`config.mk`:
```
export PLATFORM = sky130hd
export DESIGN_NAME = mgmt_irq_controller
export DESIGN_NICKNAME = d
export VERILOG_FILES = /design/src/rtl/mgmt_irq_controller_pkg.sv /design/src/rtl/mgmt_irq_controller_source_cell.sv /design/src/rtl/mgmt_irq_controller.sv
export SDC_FILE = /design/constraint.sdc
export NUM_CORES = 1
export LEC_CHECK = 0
export CORE_UTILIZATION = 52
export DETAILED_ROUTE_END_ITERATION = 16
export MAX_ROUTING_LAYER = met4
export PLACE_DENSITY = 0.8
export SYNTH_ARGS = -nofsm -noshare
export SYNTH_HDL_FRONTEND = slang
export SYNTH_SLANG_ARGS = --single-unit
```
`constraint.sdc`:
```
create_clock -name pclk -period 1.9 [get_ports pclk]
set_input_delay 0.285 -clock pclk [delete_from_list [all_inputs] [get_ports pclk]]
set_output_delay 0.285 -clock pclk [all_outputs]
set_load 0.03 [all_outputs]
```
`src/rtl/mgmt_irq_controller_pkg.sv`:
```
// Shared types for the management interrupt controller.
//   irqreg_t        : APB register map (byte addresses)
//   holdoff_state_t : irq holdoff FSM states (used only with MGMT_IRQ_HOLDOFF_EN)
//   rd_resp_t       : decoded read response (error flag + data)
package mgmt_irq_controller_pkg;

  localparam int unsigned DATA_W = 16;
  localparam int unsigned ADDR_W = 10;

  typedef enum logic [9:0] {
    IRQ_RAW     = 10'h000,
    IRQ_PENDING = 10'h002,
    IRQ_ENABLE  = 10'h004,
    IRQ_MODE    = 10'h006,
    IRQ_ACTIVE  = 10'h008,
    IRQ_HOLDOFF = 10'h00a,
    IRQ_SET     = 10'h00c
  } irqreg_t;

  typedef enum logic [1:0] {
    HO_IDLE,
    HO_ASSERTED,
    HO_HOLDOFF
  } holdoff_state_t;

  typedef struct packed {
    logic              err;
    logic [DATA_W-1:0] data;
  } rd_resp_t;

endpackage

```
`src/rtl/mgmt_irq_controller_source_cell.sv`:
```
// Per-source pending latch: level or rising-edge capture, W1S set, W1C clear.
// Set wins over clear in the same cycle, so a level source held high cannot be cleared.
//   pclk, preset_n : clock, synchronous active-low reset
//   irq_src        : source input (synchronous to pclk)
//   mode           : 1 = rising edge, 0 = level
//   w1s, w1c       : software set / clear strobes (one cycle)
//   pending        : registered pending flag
module mgmt_irq_source_cell (
  input  logic pclk,
  input  logic preset_n,
  input  logic irq_src,
  input  logic mode,
  input  logic w1s,
  input  logic w1c,
  output logic pending
);

  logic src_prev;
  logic set_c;

  // Source contribution depends on mode; software set always contributes.
  always_comb begin
    set_c = (mode ? (irq_src & ~src_prev) : irq_src) | w1s;
  end

  always_ff @(posedge pclk) begin
    if (!preset_n) begin
      pending  <= 1'b0;
      src_prev <= 1'b0;
    end else begin
      pending  <= set_c | (pending & ~w1c);
      src_prev <= irq_src;
    end
  end

endmodule

```
`src/rtl/mgmt_irq_controller.sv`:
```
// APB completer that aggregates management interrupt sources onto a single irq.
// Optional macro MGMT_IRQ_HOLDOFF_EN adds a HOLDOFF register (0x0a) and an FSM that
// keeps irq low for HOLDOFF cycles after each deassertion.
//   pclk, preset_n                 : clock, synchronous active-low reset
//   psel, penable, pwrite, paddr,
//   pwdata, prdata, pready, pslverr: APB completer, 16-bit data, 10-bit address
//   irq_src[NUM_SRC]               : interrupt sources (synchronous to pclk)
//   irq                            : registered interrupt request, active high
module mgmt_irq_controller
  import mgmt_irq_controller_pkg::*;
#(
  parameter int unsigned NUM_SRC       = 16,
  parameter int unsigned HOLDOFF_WIDTH = 16,
  parameter int unsigned HOLDOFF_INIT  = 0
) (
  input  logic               pclk,
  input  logic               preset_n,
  input  logic               psel,
  input  logic               penable,
  input  logic               pwrite,
  input  logic [ADDR_W-1:0]  paddr,
  input  logic [DATA_W-1:0]  pwdata,
  output logic [DATA_W-1:0]  prdata,
  output logic               pready,
  output logic               pslverr,
  input  logic [NUM_SRC-1:0] irq_src,
  output logic               irq
);

  logic [NUM_SRC-1:0] pending;
  logic [NUM_SRC-1:0] enable;
  logic [NUM_SRC-1:0] mode;
  logic [NUM_SRC-1:0] active;
  logic [NUM_SRC-1:0] w1c_c;
  logic [NUM_SRC-1:0] w1s_c;
  irqreg_t            reg_c;
  rd_resp_t           rd_c;
  logic               wr_ok_c;
  logic               setup_c;
  logic               wr_commit_c;

`ifdef MGMT_IRQ_HOLDOFF_EN
  logic [HOLDOFF_WIDTH-1:0] holdoff;
  logic [HOLDOFF_WIDTH-1:0] count;
  holdoff_state_t           state;
`endif

  assign reg_c       = irqreg_t'(paddr);
  assign active      = pending & enable;
  assign setup_c     = psel & ~penable;
  assign wr_commit_c = psel & penable & pready & pwrite & wr_ok_c;
  assign w1c_c       = (wr_commit_c && reg_c == IRQ_PENDING) ? NUM_SRC'(pwdata) : '0;
  assign w1s_c       = (wr_commit_c && reg_c == IRQ_SET)     ? NUM_SRC'(pwdata) : '0;

  // Address decode: read data/error and write legality for the current paddr.
  always_comb begin
    rd_c    = '{err: 1'b1, data: '0};
    wr_ok_c = 1'b0;
    if (!paddr[0]) begin
      case (reg_c)
        IRQ_RAW:     rd_c = '{err: 1'b0, data: DATA_W'(irq_src)};
        IRQ_PENDING: begin
          rd_c    = '{err: 1'b0, data: DATA_W'(pending)};
          wr_ok_c = 1'b1;
        end
        IRQ_ENABLE: begin
          rd_c    = '{err: 1'b0, data: DATA_W'(enable)};
          wr_ok_c = 1'b1;
        end
        IRQ_MODE: begin
          rd_c    = '{err: 1'b0, data: DATA_W'(mode)};
          wr_ok_c = 1'b1;
        end
        IRQ_ACTIVE:  rd_c = '{err: 1'b0, data: DATA_W'(active)};
`ifdef MGMT_IRQ_HOLDOFF_EN
        IRQ_HOLDOFF: begin
          rd_c    = '{err: 1'b0, data: DATA_W'(holdoff)};
          wr_ok_c = 1'b1;
        end
`endif
        IRQ_SET:     wr_ok_c = 1'b1;
        default:     rd_c = '{err: 1'b1, data: '0};
      endcase
    end
  end

  // Per-source pending cells.
  for (genvar i = 0; i < NUM_SRC; i++) begin : g_src
    mgmt_irq_source_cell u_cell (
      .pclk     (pclk),
      .preset_n (preset_n),
      .irq_src  (irq_src[i]),
      .mode     (mode[i]),
      .w1s      (w1s_c[i]),
      .w1c      (w1c_c[i]),
      .pending  (pending[i])
    );
  end

  // APB response (captured in SETUP, presented in ACCESS) and rw registers.
  always_ff @(posedge pclk) begin
    if (!preset_n) begin
      enable  <= '0;
      mode    <= '0;
      pready  <= 1'b0;
      pslverr <= 1'b0;
      prdata  <= '0;
    end else begin
      pready  <= setup_c;
      pslverr <= setup_c & (pwrite ? ~wr_ok_c : rd_c.err);
      prdata  <= (setup_c && !pwrite) ? rd_c.data : '0;
      if (wr_commit_c && reg_c == IRQ_ENABLE) enable <= NUM_SRC'(pwdata);
      if (wr_commit_c && reg_c == IRQ_MODE)   mode   <= NUM_SRC'(pwdata);
    end
  end

`ifdef MGMT_IRQ_HOLDOFF_EN
  // Holdoff FSM: after irq drops, keep it low for HOLDOFF cycles before re-arming.
  always_ff @(posedge pclk) begin
    if (!preset_n) begin
      holdoff <= HOLDOFF_WIDTH'(HOLDOFF_INIT);
      count   <= '0;
      state   <= HO_IDLE;
      irq     <= 1'b0;
    end else begin
      if (wr_commit_c && reg_c == IRQ_HOLDOFF) holdoff <= HOLDOFF_WIDTH'(pwdata);
      case (state)
        HO_IDLE: begin
          if (|active) begin
            state <= HO_ASSERTED;
            irq   <= 1'b1;
          end
        end
        HO_ASSERTED: begin
          if (!(|active)) begin
            irq <= 1'b0;
            if (holdoff == '0) begin
              state <= HO_IDLE;
            end else begin
              count <= holdoff;
              state <= HO_HOLDOFF;
            end
          end
        end
        HO_HOLDOFF: begin
          irq   <= 1'b0;
          count <= count - HOLDOFF_WIDTH'(1);
          if (count == HOLDOFF_WIDTH'(1)) state <= HO_IDLE;
        end
        default: begin
          state <= HO_IDLE;
          irq   <= 1'b0;
        end
      endcase
    end
  end
`else
  logic unused_holdoff_cfg;
  assign unused_holdoff_cfg = (HOLDOFF_WIDTH != 0) ^ (HOLDOFF_INIT != 0);

  // Plain aggregation: irq follows any enabled pending source.
  always_ff @(posedge pclk) begin
    if (!preset_n) irq <= 1'b0;
    else           irq <= |active;
  end
`endif

endmodule

```
# [Yosys cells after proc, flatten, opt, wreduce, memory -nomap -nowiden]
# Cells that the tools add are included.
[op_classes] n_mux=23 multipliers=0 n_reduce_logical=10 div=0 eq_ne=5 n_shift=0 magnitude_cmp=0 add_sub_neg=0 n_bitwise=107
[op_table] operator="$pmux 17 s5" n=1
[op_table] operator="$and 1x1->1" n=38
[op_table] operator="$not 1->1" n=36
[op_table] operator="$mux 16" n=2
[op_table] operator="$or 1x1->1" n=32
[op_table] operator="$eq 10x3->1 const B" n=2
[op_table] operator="$eq 10x4->1 const B" n=2
[op_table] operator="$mux 1" n=19
[op_table] operator="$mux 17" n=1
[op_table] operator="$and 16x16->16" n=1
[op_table] operator="$reduce_or 16->1" n=1
[op_table] operator="$eq 10x2->1 const B" n=1
[op_table] operator="$logic_not 10->1" n=1
[op_table] operator="$logic_and 1x1->1" n=5
[op_table] operator="$reduce_or 4->1" n=1
[op_table] operator="$reduce_or 3->1" n=1
[op_table] operator="$logic_not 1->1" n=1
[totals] ramBits=0 elab_cells=183 mem_count=0 romBits=0 latchBits=0 regBits=83

# [Longest topological paths before layout]
# Gate-level depths: netlist of the first run.
[depth] ltp_word=10 depth_mapped=6 mapped_depth_nobuf=4

# [Modules after synthesis]
# From an unflattened synthesis of the first run, not the netlist that was laid out.
[hier_totals] hier_cells=419 area_unflattened_um2=3935.0
[by_module_without_submodules] mod="mgmt_irq_controller" area_each_um2=2813.9 n_inst=1 cells_each=323
[by_module_without_submodules] mod="mgmt_irq_source_cell" area_each_um2=70.1 n_inst=16 cells_each=6

# [Worst setup path before layout of the first run]
# No wires, ideal clock.
[synth_path] path_kind="reg-to-reg" start="register pready" end="register g_src[0].u_cell.pending" path_buffers=2 path_stages_with_launch=7 synth_period_minus_slack_ns=1.621 path_slack_ns=0.279 arrival_ns=1.501 path_cell_list="dfxtp_1 > and4_1 > and4_1 > buf_2 > buf_4 > a21oi_1 > a211o_1"
[synth_between] elab_chain_cells=8 word_cells_on_any_way=11
[synth_lines] element="from (decl)" line="mgmt_irq_controller.sv:24" source="output logic pready,"
[synth_lines] element="from (signal assigned)" line="mgmt_irq_controller.sv:109" source="pready <= setup_c;"
[synth_lines] element="$and 1x1->1 (*) (3 in series)" line="mgmt_irq_controller.sv:51" source="assign wr_commit_c = psel & penable & pready & pwrite & wr_ok_c;"
[synth_lines] element="$logic_and 1x1->1" line="mgmt_irq_controller.sv:52" source="assign w1c_c = (wr_commit_c && reg_c == IRQ_PENDING) ? NUM_SRC'(pwdata) : '0;"
[synth_lines] element="$mux 16" line="mgmt_irq_controller.sv:52"
[synth_lines] element="$not 1->1" line="mgmt_irq_controller_source_cell.sv:31" source="pending <= set_c | (pending & ~w1c);"
[synth_lines] element="$and 1x1->1" line="mgmt_irq_controller_source_cell.sv:31"
[synth_lines] element="$or 1x1->1 (*)" line="mgmt_irq_controller_source_cell.sv:31"
[synth_lines] element="to (signal assigned)" line="mgmt_irq_controller_source_cell.sv:31"
[synth_lines] element="to (decl)" line="mgmt_irq_controller_source_cell.sv:15" source="output logic pending"
# Mark *: on every way between the ends. The rest lies on a longest branch, timed or not.
# A chain may end at the register's enable or synchronous reset.

# [Final worst setup path of the first run]
[layout_path] start="register prdata[8]" end="output prdata[8]"
[layout_rtl] element="from (decl)" line="mgmt_irq_controller.sv:23" source="output logic [DATA_W-1:0] prdata,"
[layout_rtl] element="from (signal assigned)" line="mgmt_irq_controller.sv:111" source="prdata <= (setup_c && !pwrite) ? rd_c.data : '0;"
# No word-level cell between the ends.

==> results of run 1 <==
[layout make-up]
cell class	instances	area, um2	area share, %
multi-input combinational	274	1780	38.2
clock buffer	11	151	3.25
inverter	17	63.8	1.37
clock inverter	4	26.3	0.563
tap	96	120	2.58
timing repair buffer	86	861	18.5
sequential	83	1660	35.6
[cell usage in the layout (no fill, tap or decap), drive strengths merged, types with 3 or more instances in the layout]
| master | n |
|---|---|
| and2 | 16 |
| a211o | 16 |
| clkbuf | 12 |
| nor3b | 17 |
| o32ai | 15 |
| o21a | 16 |
| buf | 22 |
| nor2b | 3 |
| o21ai | 33 |
| dfxtp | 83 |
| nor2 | 3 |
| mux2i | 15 |
| nand4 | 4 |
| clkdlybuf4s50 | 63 |
| a21boi | 17 |
| nand3 | 34 |
| inv | 17 |
| clkinv | 3 |
| nand2 | 34 |
| a21oi | 31 |
| a221oi | 3 |
| a22oi | 4 |
[layer usage]
layer / global-route usage [%] / routed length, um / up-vias
li1: - / - / 1598
met1: 33.7 / 4090 / 1504
met2: 43.0 / 4310 / 112
met3: 4.43 / 438 / 23
met4: 10.8 / 176 / 0
met5: - / 0 / -
[report_power, final]
part	internal (uW)	switching [uW]	leakage, uW
logic	201	182	0.000991
clock network	536	624	0.0000912
registers	1790	42.7	0.000679
total	2530	849	0.00176
[path summary, 6_finish.rpt]
check	slack, ps	startpoint	to	cells past startpoint
worst max-delay path	220	prdata[8]	prdata[8]	1
worst min-delay path	320	preset_n	pready	3
worst max register to register	480	pready	g_src[12].u_cell.pending	5
worst min register to register	480	enable[3]	enable[3]	2
[state kept, by name (all words and copies together) (netlist names)]
register	flops
prdata	16
enable	16
g_src.u_cell.pending	16
pslverr	1
g_src.u_cell.src_prev	16
irq	1
pready	1
mode	16
[through the flow]
stage,setup slack (ps),total power [uW],std cells
after global placement,-60.6,2240,556
after global routing,148,3500,571
after detailed placement,-128,2250,556
after floorplan,279,2060,405
after CTS,222,3390,571
final,225,3380,571
[logic make-up after synthesis]
kind of cell | count (synthesis) | synth area share, %
buffers and inverters | 48 | 5.66
multiplexers | 16 | 4.73
AO/OA/AOI/OAI | 138 | 25.2
AND/OR/NAND/NOR | 120 | 18.8
flip-flops | 83 | 45.5
==> summary.txt, run 1 <==
Power
  • Static Leakage: 0.00176 uW
  • Pwr/cell area: 724 nW/um2
  • Worst voltage drop across the vdd grid: 0.000455 V

Setup path
  • Kind of end point of the critical path: output port
  • Slowest cell on the critical path: clkdlybuf4s50_1
  • Crit path max fanout: 1
  • Data arrival time of the worst path: 1390 ps
  • WP data required: 1620 ps
  • Buffers plus inverters on the worst setup path: 1
  • Critical Path Start Type: flip-flop
  • Kind of critical path: reg2out
  • Worst stage delay on the critical path: 680 ps
  • Ordered list of cells on the worst path: clkdlybuf4s50_1
  • Kind of cell with the highest combined delay on the critical path: buffers and inverters

Worst hold path
  • Worst min path class: in2reg

Timing
  • Final worst path period need: 1680 ps
  • Tightest slew margin relative to the limit: 73.8%
  • RSZ-0062 raised after global routing: false
  • Setup Skew: 6.45 ps
  • Number of failing hold endpoints at the final stage: 0
  • Number of max-slew violations in the final report: 0
  • Max Clock Freq: 597 MHz
  • Post-route worst hold slack: 324 ps
  • Setup tns final: 0 ps
  • Ratio of final minimum period to clock period: 88.2%
  • Final setup violating endpoints: 0
  • Slew at the pin closest to its max-slew limit: just under 400 ps

Yosys
  • Most frequent cells after synthesis: dfxtp_1 (83), nand3_1 (34), nand2_1 (33)
  • Cells after synthesis: 405
  • Number of nets in the synthesized netlist: 452
  • Flops & latches, synth: 83
  • Distinct cells, synth: 38
  • Total standard cell area after synthesis: 3650 um2
  • Most frequent cell after synthesis: dfxtp_1
  • Number of synthesized flops with an enable pin: 0
  • Syn avg cell area: between 9 and 10 um2
  • Top_reg_cell synth: dfxtp_1
  • Largest cells by area after synthesis: dfxtp_1 (46%), nand3_1 (4.7%), a21oi_1 (4.3%)
  • Sequential area share after synthesis: around 46%
  • Count of synthesis-stage warnings from yosys: 0
  • FFs w/ async S/R, synth: 0%
  • Library cell with the largest summed area after synthesis: dfxtp_1
  • Proportion of netlist area held by the largest area contributor: a little under half

Routing
  • Router iterations before antenna repair: 5
  • Detail-routed via count per cell: 5.67
  • Initial DRC count: 233
  • DRC violation count after routing: 0
  • Per-cell routed wire length: ~16 um
  • Remaining antenna violation count: 0
  • Via total after detailed routing: 3237
  • Post-detailed-routing wire length: ~9 mm

Global route
  • Global-route wire length before repair: 14.9 mm
  • Combined global-route utilization of all metal layers: 26.8%
  • Pin count of the biggest net entering global routing: 82
  • Number of antenna violations at the first check in global routing: 0
  • Grt ovf: 0
  • Via count of the first global-routing pass: approximately 3100

Die
  • Die outline height: 85.8 um
  • Die area: 7360 um2
  • I/O pin total: 66
  • Width of the die: 85.8 um
  • Effective utilization at floorplan: 53.7%
  • Core area: 6790 um2
  • Row count: 30

Cells and area
  • Post-layout instance area: 4660 um2
  • Antenna diodes: 0
  • Area Overhead vs Synth: 27.8%
  • Number of nets in the final layout: 518
  • Number of filler instances in the final layout: 578
  • Post-layout utilization of the core: about 69%
  • Share of final-layout standard cells stronger than drive strength 1: 9.47%

Placement
  • I/O Buffers: 65
  • HPWL after DPL: around 6.1 mm
  • Final Wtd Congestion: about 0.80
  • Placed Instance Area: 4490 um2

CTS
  • TritonCTS clock tree: built
  • Sink Count: 83
  • Clock Pin Slew Worst Setup and Hold Paths: 80 ps
  • Buffer depth of the longest clock path: 2
  • Max H-tree Level: 3
  • CTS Buf Count: 9
  • Count of buffers added by post-CTS timing repair for setup: 0
  • Post-CTS Resized: 0
  • Hold buffer count at cts: 0
  • Insertion delay of the later-clocked pin in the worst-skew pair: 360 ps
  • Clock Root Buffer: clkbuf_8

Run
  • Max capacitance violation total: 0

Status
  • Run status: complete, no violations
No activity file was read; power rests on OpenSTA's default activity.
==> inputs of run 2 (changes only) <==
- ABC_AREA: unset -> 1
- CORE_UTILIZATION: 52 -> 53
- PLACE_DENSITY: 0.8 -> 0.81
==> run 2 against run 1 <==
Clock-buffer cell count decreased by 2; register-to-register slack better by 70 ps; area after synthesis increased by 4.6%; synthesized cell count up 37%; sequential share of layout area fell by 2.2 points; via count increased by 21%; largest power group unchanged; non-clock buffer count grew 10; sequential cell count did not move; combinational power down 26%; sequential power is essentially flat; cell count rose by 29%.
==> summary.txt, run 2 <==
Routing
  • Via total after detailed routing: 3931 (+21%)
  • DRC violation count after routing: 0 (unchanged)
  • Router iterations before antenna repair: 5 (unchanged)
  • Detail-routed via count per cell: 5.33 (-6.0%)
  • Post-detailed-routing wire length: 10.3 mm (+15%)
  • Initial DRC count: 296 (+27%)
  • Remaining antenna violation count: 0 (unchanged)
  • Per-cell routed wire length: 14.0 um (-11%)

Setup path
  • Ordered list of cells on the worst path: clkdlybuf4s50_1
  • Crit path max fanout: 1 (unchanged)
  • Kind of cell with the highest combined delay on the critical path: buffers and inverters
  • R2R cell count: 8 (+3)
  • R2R setup slack: 550 ps (+70 ps)
  • Buffers plus inverters on the worst setup path: 1 (unchanged)
  • Slowest cell on the critical path: clkdlybuf4s50_1
  • Data arrival time of the worst path: 1370 ps (-20 ps)
  • Terminus of the critical flop-to-flop path: enable[14]
  • Kind of end point of the critical path: output port
  • Kind of critical path: reg2out
  • Critical Path Start Type: flip-flop
  • WP data required: 1620 ps (about the same)
  • Worst R2R Start: pready
  • Worst stage delay on the critical path: 670 ps (about the same)

Yosys
  • Dominant combinational cell family by area after synthesis: simple AND/OR/NAND/NOR gates
  • Fraction of the mapped netlist area in compound gates: 14.4% (-11 points)
  • Fraction of synthesized cell area in xor and xnor cells: 0% (unchanged)
  • Flops & latches, synth: 83 (unchanged)
  • Cells after synthesis: 553 (+37%)
  • Distinct cells, synth: 26 (-32%)
  • Total standard cell area after synthesis: 3820 um2 (+4.6%)
  • Area share of and/or/nand/nor cells after synthesis: 32.6% (+14 points)
  • Sequential area share after synthesis: 43.5% (-2.0 points)
  • FFs w/ async S/R, synth: 0% (unchanged)
  • Number of nets in the synthesized netlist: 600 (+33%)
  • Mux contribution to synthesized area: 0% (-4.7 points)
  • Number of synthesized flops with an enable pin: 0 (unchanged)
  • Top_reg_cell synth: dfxtp_1
  • Most frequent cells after synthesis: nand2_1 (126), nor2_1 (103), dfxtp_1 (83)
  • Most frequent cell after synthesis: nand2_1
  • Largest cells by area after synthesis: dfxtp_1 (44%), nand2_1 (12%), nor2_1 (10%)
  • Library cell with the largest summed area after synthesis: dfxtp_1
  • Count of synthesis-stage warnings from yosys: 0 (unchanged)
  • Adder-Cell Fraction of Synth Area: 0% (unchanged)
  • Syn avg cell area: 6.90 um2 (-23%)
  • Proportion of netlist area held by the largest area contributor: 43.5% (-2.0 points)

Cells and area
  • Area Overhead vs Synth: 30.1%
  • Most used cells in the layout excluding fill and tap cells: nand2_1 (126), nor2_1 (103), dfxtp_1 (83)
  • Number of nets in the final layout: 684 (+32%)
  • Number of filler instances in the final layout: 573 (-0.87%)
  • Flip-flop and latch area: 1660 um2 (unchanged)
  • Antenna diodes: 0 (unchanged)
  • Share of final-layout standard cells stronger than drive strength 1: 10.3% (+0.81 points)
  • Area of the multi-input gates: 1790 um2 (+0.56%)
  • Most frequent standard cell in the layout excluding fill and tap cells: nand2_1

Global route
  • Pin count of the biggest net entering global routing: 49 (-40%)
  • Number of antenna violations at the first check in global routing: 0 (unchanged)
  • Grt ovf: 0 (unchanged)
  • Combined global-route utilization of all metal layers: 30.4% (+3.7 points)
  • Global-route wire length before repair: 17.0 mm (+14%)
  • Via count of the first global-routing pass: 3796 (+22%)

Power
  • Worst voltage drop across the vdd grid: 0.000559 V (+23%)
  • Combinational share of power: 8.2% (-3.2 points)
  • Internal power summed over all cells: 2660 uW (+5.3%)
  • Power share of the clock group: 39.9% (+5.5 points)
  • Switching power of the nets: 814 uW (-4.2%)
  • Flop pwr share: 52.0% (-2.3 points)
  • Net switching share of the total power: 23.4% (-1.7 points)
  • Static Leakage: 0.00204 uW (+16%)
  • Pwr/cell area: 700 nW/um2 (-3.3%)
  • Power after layout: 3480 uW (+2.9%)

CTS
  • Sink Count: 83 (unchanged)
  • Count of buffers added by post-CTS timing repair for setup: 0 (unchanged)
  • Clock Root Buffer: clkbuf_8
  • Buffer depth of the longest clock path: 2 (unchanged)
  • Insertion delay of the later-clocked pin in the worst-skew pair: 370 ps (about the same)
  • CTS Buf Count: 9 (unchanged)
  • Clock Pin Slew Worst Setup and Hold Paths: 80 ps (about the same)
  • Max H-tree Level: 3 (unchanged)
  • Post-CTS Resized: 0 (unchanged)
  • TritonCTS clock tree: built
  • Hold buffer count at cts: 0 (unchanged)

Worst hold path
  • Min-Delay Path Depth: 2 (-1)
  • Worst min path class: reg2reg
  • Startpoint of the tightest hold check path: mode[8]
  • Capture endpoint of the worst hold path: mode[8]

Die
  • Core area: 6870 um2 (+1.1%)
  • Effective utilization at floorplan: 55.6% (+1.9 points)
  • Die area: 7540 um2 (+2.6%)
  • I/O pin total: 66 (unchanged)
  • Die outline height: 86.9 um (+1.3%)
  • Row count: 30 (unchanged)
  • Width of the die: 86.9 um (+1.3%)

Timing
  • Setup Skew: 6.35 ps (-0.0958 ps)
  • Ratio of final minimum period to clock period: 87.0% (-1.2 points)
  • Setup tns final: 0 ps (unchanged)
  • Final worst path period need: 1650 ps (-22.4 ps)
  • Final setup violating endpoints: 0 (unchanged)
  • Slew at the pin closest to its max-slew limit: 507 ps (+114 ps)
  • RSZ-0062 raised after global routing: false
  • Number of max-slew violations in the final report: 0 (unchanged)
  • Number of failing hold endpoints at the final stage: 0 (unchanged)
  • Tightest slew margin relative to the limit: 66.2% (-7.6 points)
  • Max Clock Freq: 605 MHz (+1.4%)

Placement
  • HPWL after DPL: 7.05 mm (+15%)
  • Final Wtd Congestion: 0.854 (+6.8%)
  • I/O Buffers: 65 (unchanged)

Status
  • Run status: complete, no violations

Run
  • Max capacitance violation total: 0 (unchanged)
run 2: kinds of logic (layout without fill, tap and decap cells):
kind of cell,count (synthesis),after routing
simple gates,288,288
compound gates,94,94
buf+inv,88,177
flops,83,83
run 2: per-stage QoR:
step	area, um2	hold WS, ps	instances	worst slack, ps	utilization (%)
3_3_place_gp	4750	449	722	-38.8	69.1
5_1_grt	4960	497	738	139	72.3
4_1_cts	4960	465	738	247	72.3
2_1_floorplan	3820	378	553	341	-
6_report	4960	466	738	247	72.3
3_5_place_dp	4750	452	722	-68.7	69.1
run 2: how the worst max path moves through the flow:
stage,start,cells after the start,endpoint
finish,prdata[3],1,prdata[3]
floorplan,pready,6,g_src[0].u_cell.pending
global route,paddr[0],10,mode[9]
detailed placement,paddr[7],10,mode[15]
global placement,paddr[9],11,prdata[5]
CTS,prdata[3],1,prdata[3]
run 2: area by class of cell:
| cell class | instances | share of cell area [%] |
|---|---|---|
| Clock buffer | 9 | 2.49 |
| Clock inverter | 7 | 1.84 |
| Inverter | 65 | 4.91 |
| Multi-Input combinational cell | 382 | 36.1 |
| Sequential cell | 83 | 33.5 |
| Tap cell | 96 | 2.42 |
| Timing Repair Buffer | 96 | 18.8 |
run 2: power by group through the flow:
stage | Sequential [uW] | Clock (uW) | Combinational, uW
2_1_floorplan | 1840 | 0 | 117
3_3_place_gp | 1840 | 0 | 273
3_5_place_dp | 1850 | 0 | 281
4_1_cts | 1800 | 1400 | 282
5_1_grt | 1810 | 1460 | 313
6_report | 1810 | 1390 | 284
run 2: metal layers:
metal / share of wire [%] / track usage (%) / wire (um) / vias to the layer above
li1: - / - / - / 1940
met1: 41 / 35.9 / 4280 / 1764
met2: 47 / 49.3 / 4900 / 188
met3: 7.9 / 6.45 / 820 / 39
met4: 3.3 / 15.0 / 337 / 0
met5: 0 / - / 0 / -
